<file path="config.mk">
export PLATFORM = sky130hd
export DESIGN_NAME = uart_tx
export DESIGN_NICKNAME = d
export VERILOG_FILES = /design/src/rtl/uart_pkg.sv /design/src/rtl/uart_baud_tick.sv /design/src/rtl/uart_tx.sv
export SDC_FILE = /design/constraint.sdc
export NUM_CORES = 1
export LEC_CHECK = 0
export ABC_AREA = 1
export CORE_MARGIN = 3
export CORE_UTILIZATION = 50
export DETAILED_ROUTE_END_ITERATION = 10
export PLACE_DENSITY = 0.83
export SYNTH_ARGS = -nofsm -noshare
export SYNTH_HDL_FRONTEND = slang
export SYNTH_SLANG_ARGS = --single-unit
</file>
<file path="constraint.sdc">
create_clock -name CLK -period 3.4 [get_ports CLK]
set_clock_uncertainty 0.05 [all_clocks]
set_input_delay 0.68 -clock CLK [delete_from_list [all_inputs] [get_ports CLK]]
set_output_delay 0.68 -clock CLK [all_outputs]
set_load 0.02 [all_outputs]
</file>
<file path="src/rtl/uart_pkg.sv">
// -----------------------------------------------------------------------------
// uart_pkg
// Definitions shared by the UART transmitter and receiver. Both sides take
// their FSM encoding, frame length and tick count from here so that a TX/RX
// pair built with the same parameters frames identically.
//
// Contents:
//   uart_state_e  FSM state encoding (IDLE, START, DATA, [PARITY], STOP)
//   LINE_IDLE     level of the serial line between frames
//   PARITY_BITS   number of parity bits per frame (0 or 1)
//   calc_nticks   CLK cycles per line bit, Fclk/Bauds truncated
//   calc_wframe   line bits per frame
//
// Build option: define UART_PARITY_EN to add an even-parity bit after the
// data bits. TX and RX in one build must see the same setting.
// -----------------------------------------------------------------------------
package uart_pkg;

   localparam logic LINE_IDLE = 1'b1;

`ifdef UART_PARITY_EN
   localparam int PARITY_BITS = 1;

   typedef enum logic [2:0] {
      ST_IDLE   = 3'd0,
      ST_START  = 3'd1,
      ST_DATA   = 3'd2,
      ST_PARITY = 3'd3,
      ST_STOP   = 3'd4
   } uart_state_e;
`else
   localparam int PARITY_BITS = 0;

   typedef enum logic [2:0] {
      ST_IDLE   = 3'd0,
      ST_START  = 3'd1,
      ST_DATA   = 3'd2,
      ST_STOP   = 3'd4
   } uart_state_e;
`endif

   function automatic int calc_nticks(input int fclk, input int bauds);
      return fclk / bauds;
   endfunction

   function automatic int calc_wframe(input int wdata, input int wstop);
      return 1 + wdata + PARITY_BITS + wstop;
   endfunction

endpackage

</file>
<file path="src/rtl/uart_baud_tick.sv">
// -----------------------------------------------------------------------------
// uart_baud_tick
// Reloadable bit-period down-counter. A load reloads the count to Nticks-1;
// the counter then runs down to zero and holds there. tick is high while the
// count is zero, i.e. during the last CLK cycle of a bit.
//
// Ports:
//   clk    in   1   clock
//   rst_n  in   1   asynchronous active-low reset (count cleared)
//   load   in   1   start a new bit period on this edge
//   tick   out  1   last cycle of the current bit period
// -----------------------------------------------------------------------------
module uart_baud_tick #(
   parameter int Nticks = 16
) (
   input  logic clk,
   input  logic rst_n,
   input  logic load,
   output logic tick
);

   localparam int CW = (Nticks > 1) ? $clog2(Nticks) : 1;

   logic [CW-1:0] cnt_q;
   logic [CW-1:0] cnt_d;

   always_comb begin
      cnt_d = cnt_q;
      if (load) begin
         cnt_d = CW'(Nticks - 1);
      end else if (cnt_q != '0) begin
         cnt_d = cnt_q - CW'(1);
      end
   end

   always_ff @(posedge clk or negedge rst_n) begin
      if (!rst_n) begin
         cnt_q <= '0;
      end else begin
         cnt_q <= cnt_d;
      end
   end

   assign tick = (cnt_q == '0);

endmodule

</file>
<file path="src/rtl/uart_tx.sv">
// -----------------------------------------------------------------------------
// uart_tx
// UART transmitter. Sends start bit, Wdata data bits LSB first, an optional
// even-parity bit and Wstop stop bits; every bit lasts Fclk/Bauds CLK cycles.
// The host hands over words with a valid/ready handshake; a word accepted in
// the final stop cycle follows the current frame with no idle gap.
//
// Ports:
//   CLK    in   1      system clock
//   RST_N  in   1      asynchronous active-low reset; line returns high at once
//   DIN    in   Wdata  word to send, sampled only on accept
//   STB    in   1      host offers DIN
//   RDY    out  1      transmitter can accept (accept = STB && RDY at posedge)
//   TXD    out  1      serial line, registered, idle high
//
// Build option: UART_PARITY_EN adds the PARITY state (even parity over the
// latched word) between DATA and STOP.
// -----------------------------------------------------------------------------
module uart_tx
   import uart_pkg::*;
#(
   parameter int Bauds = 115200,
   parameter int Wdata = 8,
   parameter int Wstop = 1,
   parameter int Fclk  = 12000000
) (
   input  logic             CLK,
   input  logic             RST_N,
   input  logic [Wdata-1:0] DIN,
   input  logic             STB,
   output logic             RDY,
   output logic             TXD
);

   localparam int NTICKS = calc_nticks(Fclk, Bauds);
   localparam int IW     = $clog2(Wdata + 1);

   uart_state_e      state_q, state_d;
   logic [Wdata-1:0] shift_q, shift_d;
   logic [IW-1:0]    idx_q,   idx_d;
   logic             txd_q,   txd_d;
`ifdef UART_PARITY_EN
   logic             par_q,   par_d;
`endif

   logic load;
   logic tick;
   logic last_stop;
   logic accept;

   uart_baud_tick #(
      .Nticks (NTICKS)
   ) u_baud_tick (
      .clk   (CLK),
      .rst_n (RST_N),
      .load  (load),
      .tick  (tick)
   );

   // Ready in the last cycle of the last stop bit lets the next start bit
   // follow directly.
   assign last_stop = (state_q == ST_STOP) && tick && (idx_q == IW'(Wstop - 1));
   assign RDY       = (state_q == ST_IDLE) || last_stop;
   assign accept    = STB && RDY;
   assign TXD       = txd_q;

   // txd_d is the line level for the cycle after this edge, so TXD always
   // changes together with the state it belongs to.
   always_comb begin
      state_d = state_q;
      shift_d = shift_q;
      idx_d   = idx_q;
      txd_d   = txd_q;
      load    = 1'b0;
`ifdef UART_PARITY_EN
      par_d   = par_q;
`endif

      case (state_q)
         ST_IDLE: begin
            txd_d = LINE_IDLE;
         end

         ST_START: begin
            if (tick) begin
               state_d = ST_DATA;
               idx_d   = '0;
               txd_d   = shift_q[0];
               load    = 1'b1;
            end
         end

         ST_DATA: begin
            if (tick) begin
               load = 1'b1;
               if (idx_q == IW'(Wdata - 1)) begin
                  idx_d = '0;
`ifdef UART_PARITY_EN
                  state_d = ST_PARITY;
                  txd_d   = par_q;
`else
                  state_d = ST_STOP;
                  txd_d   = LINE_IDLE;
`endif
               end else begin
                  // Current bit sits in shift_q[0]; the next one is bit 1.
                  idx_d   = idx_q + IW'(1);
                  shift_d = shift_q >> 1;
                  txd_d   = shift_q[1];
               end
            end
         end

`ifdef UART_PARITY_EN
         ST_PARITY: begin
            if (tick) begin
               state_d = ST_STOP;
               idx_d   = '0;
               txd_d   = LINE_IDLE;
               load    = 1'b1;
            end
         end
`endif

         ST_STOP: begin
            if (tick) begin
               txd_d = LINE_IDLE;
               if (idx_q == IW'(Wstop - 1)) begin
                  state_d = ST_IDLE;
               end else begin
                  idx_d = idx_q + IW'(1);
                  load  = 1'b1;
               end
            end
         end

         default: begin
            state_d = ST_IDLE;
            txd_d   = LINE_IDLE;
         end
      endcase

      // Accept is only possible in IDLE or the final stop cycle; in both
      // cases a new frame starts on this edge.
      if (accept) begin
         state_d = ST_START;
         shift_d = DIN;
         idx_d   = '0;
         txd_d   = ~LINE_IDLE;
         load    = 1'b1;
`ifdef UART_PARITY_EN
         par_d   = ^DIN;
`endif
      end
   end

   always_ff @(posedge CLK or negedge RST_N) begin
      if (!RST_N) begin
         state_q <= ST_IDLE;
         idx_q   <= '0;
         txd_q   <= LINE_IDLE;
      end else begin
         state_q <= state_d;
         idx_q   <= idx_d;
         txd_q   <= txd_d;
      end
   end

   // Word and parity are only meaningful once a frame is accepted.
   always_ff @(posedge CLK) begin
      shift_q <= shift_d;
`ifdef UART_PARITY_EN
      par_q   <= par_d;
`endif
   end

endmodule

</file>
==> results.yml, run 1 <==
yosys:
  avgSynthCellArea_um2: 8.387
  synthMuxAreaShare_pct: 0
  yosysWarnings: 0
  synthAdderAreaFrac_pct: 2.887
  synth_fp_nets: 169
  synthCells: 155
  synth-xor-area-share_pct: 3.369
  yosysUniqueCellTypes: 27
  ys_seq_area_share_pct: 47.45
  synth_top_family_by_area: "simple AND/OR/NAND/NOR gates"
  synth-seq-cells: 23
  synth-simple-area-share_pct: 32.72
  synth_compound_area_share_pct: 6.930
  syn_area_mm2: 0.001300
final_layout:
  insertedDiodeCount: 0
  layout-drive-gt1-share_pct: 14.12
  syn2layout_area_growth_pct: 13.19
  nets: 185
  final_core_util_pct: 62.89
  final_cells: 198
grt:
  grt.overflow.total: 0
  antenna_found_initial: 0
  first_global_vias: 1071
  track_usage_pct: 17.61
  grt_first_pass_wirelength_mm: 4.512
  grt_max_degree: 19
placement:
  placed_cells: 194
  gp_congestion: 0.9680
  dp_hpwl_mm: 1.870
  portBuffers: 12
clock_tree:
  post_cts_resized: 0
  post_cts_buffers: 0
  hold_buffers: 0
  ctsHtreeMaxLevel: 1
  cts_tree: "yes"
  cts_root_buffer: "clkbuf_4"
  clk-insertion-delay-late_ns: 0.32
  clk_pin_slew_worst_paths_ns: 0.12
  cts_max_path_buffers: 2
  cts_made_buffers: 3
  clock_sinks: 23
floorplanning:
  fp.dieH_um: 56.99
  fp.dieW_um: 56.99
  start_util_pct: 55.56
  dieArea_mm2: 0.003248
  rows: 17
  ioPinCount: 13
  core_region_area_mm2: 0.002340
routing:
  wl_per_cell_um: 12.59
  num_vias: 1036
  via_per_inst: 5.232
  firstDrtPassIters: 4
  drt-initial-drc-count: 44
  drcViolationCount: 0
  wirelength_mm: 2.493
  antenna_left: 0
power:
  netSwitchingPower_uw: 89.44
  sw_frac_of_total_pct: 20.87
  powerDensity_mw_per_mm2: 291.3
  p_comb_share_pct: 3.7
  leakagePower_nw: 0.7005
  p_seq_share_pct: 66.5
  p_int_uw: 339.2
  total_power_uw: 428.7
  ir_worst_vdd_uv: 238.0
  p_clk_share_pct: 29.8
sta:
  report.final.slew_viol_count: 0
  rsz0062_at_grt: "no"
  tns_ns: 0
  slew_headroom_pct: 19.38
  max_slew.worst_pin.slew_ns: 1.197
  setup_viol: 0
  fmax_mhz: 343.1
  finalCritPeriodShare_pct: 85.73
  post-route-min-period_ns: 2.915
  finalHoldViolations: 0
flow_run:
  drv_cap: 0
worst_hold_path:
  min_path_cells: 2
  hold_class: "reg -> reg"
  hold-path-endpoint: "TXD$_DFFE_PN1P_"
  hold_path.startpoint: "TXD$_DFFE_PN1P_"
worst_setup_path:
  crit_fanout: 9
  crit_arrival_ns: 2.18
  r2r-end: "shift_q[2]$_DFFE_PP_"
  crit_type: "reg -> out"
  reg2reg_slack_ns: 0.85
  rr_worst_depth: 6
  worstSetupEndpointType: "output port"
  startpoint: "u_baud_tick.cnt_q[0]$_DFFE_PN0P_"
  timing.rr.start: "u_baud_tick.cnt_q[0]$_DFFE_PN0P_"
  start_kind: "flip-flop"
  worstPathRequired_ns: 2.67
outcome:
  outcome: "complete, no violations"
final cells by class:
type                    instances  area, um^2
clock buffers                   3       22.52
clock inverters                 1       5.005
inverters                      20       75.07
repair buffers                 12       120.1
multi-input cells             111       596.8
flip-flops and latches         23       616.8
well taps                      28       35.03
fillers                       201       868.3
synth_stat cells (all sizes together):
cell	instances	area [um^2]
or2	1	6.260
nand4	1	6.260
o2111ai	1	8.760
xor2	4	35.03
nand2	53	239.0
buf	1	11.26
o211ai	2	15.01
a22oi	1	7.510
nor3	1	5.000
xnor2	1	8.760
nor2	18	98.85
inv	20	75.07
nand3	14	70.07
edfxtp	8	240.2
dfstp	1	26.28
dfrtp	14	350.3
o21ai	8	43.79
a21oi	3	15.01
ha	3	37.54
layout by cell type (no fill, tap or decap), drive strengths merged, types with 2 or more instances in the layout:
cell type / count
nand2: 53
inv: 20
nor2: 18
nand3: 14
dfrtp: 14
clkdlybuf4s50: 12
edfxtp: 8
o21ai: 8
xor2: 4
a21oi: 3
ha: 3
clkbuf: 3
o211ai: 2
sequential cells by signal, indices dropped and copies added (netlist names):
| name | flops |
|---|---|
| idx_q | 4 |
| shift_q | 8 |
| TXD | 1 |
| u_baud_tick.cnt_q | 7 |
| state_q | 3 |
per-layer routing:
layer | vias up | global-route usage [%] | share of wire, %
met5 | - | 0 | 0
met4 | 0 | 10.93 | 2.2
met3 | 8 | 2.941 | 4.9
met2 | 25 | 27.57 | 47
met1 | 476 | 22.69 | 45
li1 | 527 | - | -
metrics by stage:
step	instance area, um^2	hold slack (ns)	setup slack, ns
after floorplan	1300	0.3344	1.268
after global placement	1444	0.4250	0.9157
after detailed placement	1444	0.4298	0.8405
after CTS	1471	0.4474	0.4735
after global routing	1471	0.4989	0.3832
final	1471	0.4453	0.4851
power groups by stage:
stage / Clock, mW / Sequential, mW / Combinational, mW
2_1_floorplan: 0 / 0.291 / 0.000671
3_3_place_gp: 0 / 0.291 / 0.0158
3_5_place_dp: 0 / 0.291 / 0.0163
4_1_cts: 0.132 / 0.285 / 0.0163
5_1_grt: 0.144 / 0.285 / 0.0175
6_report: 0.128 / 0.285 / 0.0159
kinds of logic after synthesis:
kind of cell / count (synthesis)
buffers and inverters: 21
flip-flops: 23
AO/OA/AOI/OAI: 15
AND/OR/NAND/NOR: 88
XOR/XNOR: 5
adder cells (fa/ha/maj): 3
worst max-delay path by stage:
stage / to / slack [ns] / cells past startpoint
final: RDY / 0.49 / 7
after detailed placement: shift_q[5]$_DFFE_PP_ / 0.84 / 6
after CTS: RDY / 0.47 / 7
after floorplan: shift_q[0]$_DFFE_PP_ / 1.27 / 9
after global routing: RDY / 0.38 / 7
after global placement: RDY / 0.92 / 7
critical path: stages, from the launching register on:
cell and delay [ns]:
dfrtp_1 0.40, inv_1 0.12, ha_1 0.24, nand2_1 0.15
nor2_8 0.20, nand2_2 0.09, nand2_4 0.07, clkdlybuf4s50_1 0.60
(Power assumes the default switching activity.)
==> run 2, diff against run 1 <==
--- a/config.mk
+++ b/config.mk
@@ -6,10 +6,13 @@
 export NUM_CORES = 1
 export LEC_CHECK = 0
 export ABC_AREA = 1
+export ABC_CLOCK_PERIOD_IN_PS = 3400
+export CAP_MARGIN = 20
 export CORE_MARGIN = 3
 export CORE_UTILIZATION = 50
 export DETAILED_ROUTE_END_ITERATION = 10
 export PLACE_DENSITY = 0.83
+export SKIP_LAST_GASP = 1
 export SYNTH_ARGS = -nofsm -noshare
 export SYNTH_HDL_FRONTEND = slang
 export SYNTH_SLANG_ARGS = --single-unit
==> run 2 against run 1 <==
  * Worst setup slack improved by 0.0032 ns
  * Maximum frequency rose by 0.11%
  * Utilization rose by 0.21 points
  * Final cell count rose by 0.51%
  * Routed wire length fell by 0.64%
  * Sequential power barely moved
  * Clock power barely moved
  * Register-to-register slack improved by 0.30 ns
  * Largest cell class unchanged
  * Hold slack barely moved
  * First-iteration DRC count rose by 20%
==> results.yml, run 2 (synthesis results as in run 1) <==
power:
  p_clk_share_pct: 30.0
  p_seq_share_pct: 66.3
  p_int_uw: 339.3
  sw_frac_of_total_pct: 21.07
  netSwitchingPower_uw: 90.57
  total_power_uw: 429.8
  ir_worst_vdd_uv: 240.2
  powerDensity_mw_per_mm2: 291.1
  p_comb_share_pct: 3.7
  leakagePower_nw: 0.7061
floorplanning:
  fp.dieH_um: 56.99
  start_util_pct: 55.56
  rows: 17
  ioPinCount: 13
  core_region_area_mm2: 0.002340
  dieArea_mm2: 0.003248
  fp.dieW_um: 56.99
routing:
  wirelength_mm: 2.477
  wl_met1_mm: 1.103
  wl_per_cell_um: 12.45
  drcViolationCount: 0
  antenna_left: 0
  highest_layer: "met4"
  num_vias: 1039
  firstDrtPassIters: 7
  dr_wl_met2_mm: 1.152
  via_per_inst: 5.221
  drt-initial-drc-count: 53
  wl_met3_um: 162
sta:
  finalCritPeriodShare_pct: 85.64
  tns_ns: 0
  finalHoldViolations: 0
  slew_headroom_pct: 53.94
  rsz0062_at_grt: "no"
  post-route-min-period_ns: 2.912
  setup_viol: 0
  report.final.slew_viol_count: 0
  fmax_mhz: 343.4
  max_slew.worst_pin.slew_ns: 0.6888
final_layout:
  max_flop_register: "shift_q"
  reg_top3: "shift_q x8, u_baud_tick.cnt_q x7, idx_q x4"
  largest_reg_flops: 8
  layout_common_cells: "45 x nand2_1, 16 x inv_1, 14 x nand3_1, 14 x dfrtp_1, 13 x nor2_1"
  final_common_cell: "nand2_1"
  syn2layout_area_growth_pct: 13.57
  insertedDiodeCount: 0
  nets: 186
  n_fill_cell: 200
  layout-drive-gt1-share_pct: 14.62
grt:
  grt.overflow.total: 0
  antenna_found_initial: 0
  track_usage_pct: 17.61
  grt_first_pass_wirelength_mm: 4.512
  grt_max_degree: 19
  first_global_vias: 1071
clock_tree:
  cts_tree: "yes"
  cts_made_buffers: 3
  hold_buffers: 0
  clk_pin_slew_worst_paths_ns: 0.12
  cts_root_buffer: "clkbuf_4"
  cts_max_path_buffers: 2
  post_cts_resized: 0
  clk-insertion-delay-late_ns: 0.32
  clock_sinks: 23
  ctsHtreeMaxLevel: 1
  post_cts_buffers: 0
flow_run:
  drv_cap: 0
worst_hold_path:
  hold_class: "reg -> reg"
placement:
  gp_congestion: 0.9680
  portBuffers: 12
  dp_hpwl_mm: 1.870
worst_setup_path:
  crit_type: "reg -> out"
  worstSetupEndpointType: "output port"
  crit_fanout: 9
  crit_arrival_ns: 2.18
  start_kind: "flip-flop"
  worstPathRequired_ns: 2.67
outcome:
  outcome: "complete, no violations"
==> run 2: power groups by stage <==
stage	clock, mW	sequential, mW	combinational (mW)
2_1_floorplan	0	0.291	0.000671
3_3_place_gp	0	0.291	0.0158
3_5_place_dp	0	0.291	0.0163
4_1_cts	0.132	0.285	0.0163
5_1_grt	0.144	0.285	0.0175
6_report	0.129	0.285	0.0159
==> run 2: cell type report <==
class                           instances  area, um^2  share of cell area [%]
Sequential cell                        23       616.8                   41.78
Timing Repair Buffer                   13       125.1                   8.475
Multi-Input combinational cell        111       596.8                   40.42
Clock buffer                            3       22.52                   1.525
Inverter                               20       75.07                   5.085
Tap cell                               28       35.03                   2.373
Clock inverter                          1       5.005                  0.3390
==> run 2: per-stage QoR <==
| stage | setup WS, ns | utilization, % | instances | cell area (um^2) | hold slack [ns] |
|---|---|---|---|---|---|
| 2_1_floorplan | 1.268 | - | 155 | 1300 | 0.3344 |
| 3_3_place_gp | 0.9157 | 61.71 | 194 | 1444 | 0.4250 |
| 3_5_place_dp | 0.8405 | 61.71 | 194 | 1444 | 0.4298 |
| 4_1_cts | 0.4735 | 62.89 | 198 | 1471 | 0.4474 |
| 5_1_grt | 0.3832 | 63.10 | 199 | 1476 | 0.4989 |
| 6_report | 0.4882 | 63.10 | 199 | 1476 | 0.4449 |
==> run 2: worst paths after layout <==
path	start	to	slack, ns	cells past startpoint
worst max-delay path	u_baud_tick.cnt_q[0]$_DFFE_PN0P_	RDY	0.49	7
worst max register to register	u_baud_tick.cnt_q[0]$_DFFE_PN0P_	shift_q[5]$_DFFE_PP_	1.15	9
worst min register to register	TXD$_DFFE_PN1P_	TXD$_DFFE_PN1P_	0.44	2
max in group asynchronous	RST_N	idx_q[1]$_DFFE_PN0P_	2.15	1
worst min-delay path	TXD$_DFFE_PN1P_	TXD$_DFFE_PN1P_	0.44	2
min in group asynchronous	RST_N	state_q[0]$_DFFE_PN0P_	0.70	1
==> run 2: routing by layer <==
layer	GRT usage, %	vias up
met4	10.93	0
met5	0	-
met3	2.941	10
met1	22.69	463
met2	27.57	40
li1	-	526
==> run 2: worst max-delay path, stage by stage, from the launching register on <==
cell and delay, ns:
dfrtp_1 0.40, inv_1 0.12, ha_1 0.24, nand2_1 0.15, nor2_8 0.20, nand2_2 0.09, nand2_4 0.07, clkdlybuf4s50_1 0.60
==> run 3, diff against run 2 <==
--- a/config.mk
+++ b/config.mk
@@ -6,13 +6,13 @@
 export NUM_CORES = 1
 export LEC_CHECK = 0
 export ABC_AREA = 1
-export ABC_CLOCK_PERIOD_IN_PS = 3400
+export ABC_CLOCK_PERIOD_IN_PS = 2950
 export CAP_MARGIN = 20
 export CORE_MARGIN = 3
 export CORE_UTILIZATION = 50
 export DETAILED_ROUTE_END_ITERATION = 10
+export GPL_ROUTABILITY_DRIVEN = 1
 export PLACE_DENSITY = 0.83
-export SKIP_LAST_GASP = 1
 export SYNTH_ARGS = -nofsm -noshare
 export SYNTH_HDL_FRONTEND = slang
 export SYNTH_SLANG_ARGS = --single-unit
==> constraint.sdc (replaced) <==
create_clock -name CLK -period 2.95 [get_ports CLK]
set_clock_uncertainty 0.05 [all_clocks]
set_input_delay 0.59 -clock CLK [delete_from_list [all_inputs] [get_ports CLK]]
set_output_delay 0.59 -clock CLK [all_outputs]
set_load 0.02 [all_outputs]
==> run 3 against run 2 <==
  * Via count increased by 0.38%
  * Non-clock buffer count unchanged
  * Combinational power increased by 16%
  * First-iteration DRC count unchanged
  * Clock-buffer cell count increased by 1
  * Final area about the same
  * Power increased by 16%
  * Routed wire length increased by 4.5%
  * Clock power increased by 19%
  * Critical path type unchanged
  * Largest cell class unchanged
==> results.yml, run 3 (synthesis results as in run 1) <==
power:
  leakagePower_nw: 0.7034
  p_seq_share_pct: 65.8
  p_comb_share_pct: 3.7
  netSwitchingPower_uw: 106.4
  ir_worst_vdd_uv: 268.5
  p_clk_share_pct: 30.6
  sw_frac_of_total_pct: 21.29
  p_int_uw: 393.2
  powerDensity_mw_per_mm2: 338.7
  total_power_uw: 499.6
worst_setup_path:
  path_cells: "inv_1 > ha_1 > nand2_1 > nor2_8 > nand2_2 > nand2_4 > clkdlybuf4s50_1"
  timing.rr.start: "u_baud_tick.cnt_q[0]$_DFFE_PN0P_"
  startpoint: "u_baud_tick.cnt_q[0]$_DFFE_PN0P_"
  worstPathRequired_ns: 2.31
  start_kind: "flip-flop"
  reg2reg_slack_ns: 0.69
  crit_arrival_ns: 2.19
  critPathSlowestCell: "clkdlybuf4s50_1"
  crit_fanout: 9
  crit_type: "reg -> out"
  worstSetupEndpointType: "output port"
  critPathMaxStageDelay_ns: 0.60
sta:
  max_slew.worst_pin.slew_ns: 0.6982
  setup_viol: 0
  rsz0062_at_grt: "no"
  slew_headroom_pct: 53.30
  fmax_mhz: 353.9
  finalHoldViolations: 0
  report.final.slew_viol_count: 0
  finalCritPeriodShare_pct: 95.80
  post-route-min-period_ns: 2.826
  tns_ns: 0
outcome:
  outcome: "complete, no violations"
clock_tree:
  cts_max_path_buffers: 2
  post_cts_buffers: 0
  cts_tree: "yes"
  cts_root_buffer: "clkbuf_4"
  clock_sinks: 23
  clk_pin_slew_worst_paths_ns: 0.12
  cts_made_buffers: 3
  clk-insertion-delay-late_ns: 0.32
  hold_buffers: 0
  ctsHtreeMaxLevel: 1
  post_cts_resized: 0
grt:
  grt.overflow.total: 0
  grt_max_degree: 19
  grt_first_pass_wirelength_mm: 4.712
  track_usage_pct: 18.05
  antenna_found_initial: 0
  first_global_vias: 1041
floorplanning:
  start_util_pct: 55.56
  rows: 17
  ioPinCount: 13
  dieArea_mm2: 0.003248
  core_region_area_mm2: 0.002340
  fp.dieH_um: 56.99
  fp.dieW_um: 56.99
final_layout:
  n_fill_cell: 192
  syn2layout_area_growth_pct: 13.47
  largest_reg_flops: 8
  layout-drive-gt1-share_pct: 14.04
  max_flop_register: "shift_q"
  final_common_cell: "nand2_1"
  insertedDiodeCount: 0
  reg_top3: "shift_q x8, u_baud_tick.cnt_q x7, idx_q x4"
  layout_common_cells: "45 x nand2_1, 16 x inv_1, 14 x nand3_1, 14 x dfrtp_1, 13 x nor2_1"
  nets: 186
routing:
  antenna_left: 0
  wirelength_mm: 2.588
  num_vias: 1043
  firstDrtPassIters: 4
  via_per_inst: 5.241
  drt-initial-drc-count: 53
  wl_per_cell_um: 13.01
  drcViolationCount: 0
placement:
  portBuffers: 12
  dp_hpwl_mm: 1.922
  gp_congestion: 0.9154
worst_hold_path:
  hold_class: "reg -> reg"
  hold_path.startpoint: "TXD$_DFFE_PN1P_"
flow_run:
  drv_cap: 0
run 3: cell types whose count changed in the layout (fill, tap and decap cells not counted), sizes merged:
cell / previous run / this run
clkinv: 1 / 0
clkbuf: 3 / 4
run 3: cell type report:
type                            count  area [um^2]  area share, %
Clock buffer                        4        26.28          1.781
Inverter                           20        75.07          5.089
Multi-Input combinational cell    111        596.8          40.46
Sequential cell                    23        616.8          41.82
Timing Repair Buffer               13        125.1          8.482
Tap cell                           28        35.03          2.375
run 3: worst paths after layout:
| check | end | depth (start not counted) |
|---|---|---|
| max | RDY | 7 |
| max in group asynchronous | idx_q[0]$_DFFE_PN0P_ | 1 |
| min in group asynchronous | state_q[0]$_DFFE_PN0P_ | 1 |
| min | TXD$_DFFE_PN1P_ | 2 |
| max reg2reg | shift_q[6]$_DFFE_PP_ | 9 |
| min reg2reg | TXD$_DFFE_PN1P_ | 2 |
run 3: metal layers:
| layer | GRT usage, % | vias up | share of wire, % |
|---|---|---|---|
| met1 | 23.42 | 481 | 45 |
| met4 | 7.947 | 0 | 1.6 |
| met5 | 0 | - | 0 |
| met3 | 2.489 | 6 | 5.0 |
| met2 | 30.02 | 29 | 49 |
| li1 | - | 527 | - |
run 3: metrics by stage:
stage	std cells	hold slack (ns)	setup WS (ns)	util (%)	area [um^2]
global route	199	0.4717	0.03311	63.05	1475
detailed placement	194	0.4400	0.3536	61.71	1444
CTS	198	0.4588	0.1214	62.83	1470
global placement	194	0.4278	0.5543	61.71	1444
finish	199	0.4542	0.1240	63.05	1475
floorplan	155	0.2444	0.8177	-	1300
run 3: critical path, delay by kind of cell, from the launching register on:
kind	cells	cell delay (ns)
flip-flops	1	0.39
buffers and inverters	2	0.71
adder cells (fa/ha/maj)	1	0.23
AND/OR/NAND/NOR	4	0.53
run 3: power by group through the flow:
stage          clock (mW)  sequential (mW)  combinational (mW)
2_1_floorplan           0            0.335            0.000773
3_3_place_gp            0            0.335              0.0182
3_5_place_dp            0            0.335              0.0186
4_1_cts             0.154            0.329              0.0187
5_1_grt             0.170            0.329              0.0203
6_report            0.153            0.329              0.0184
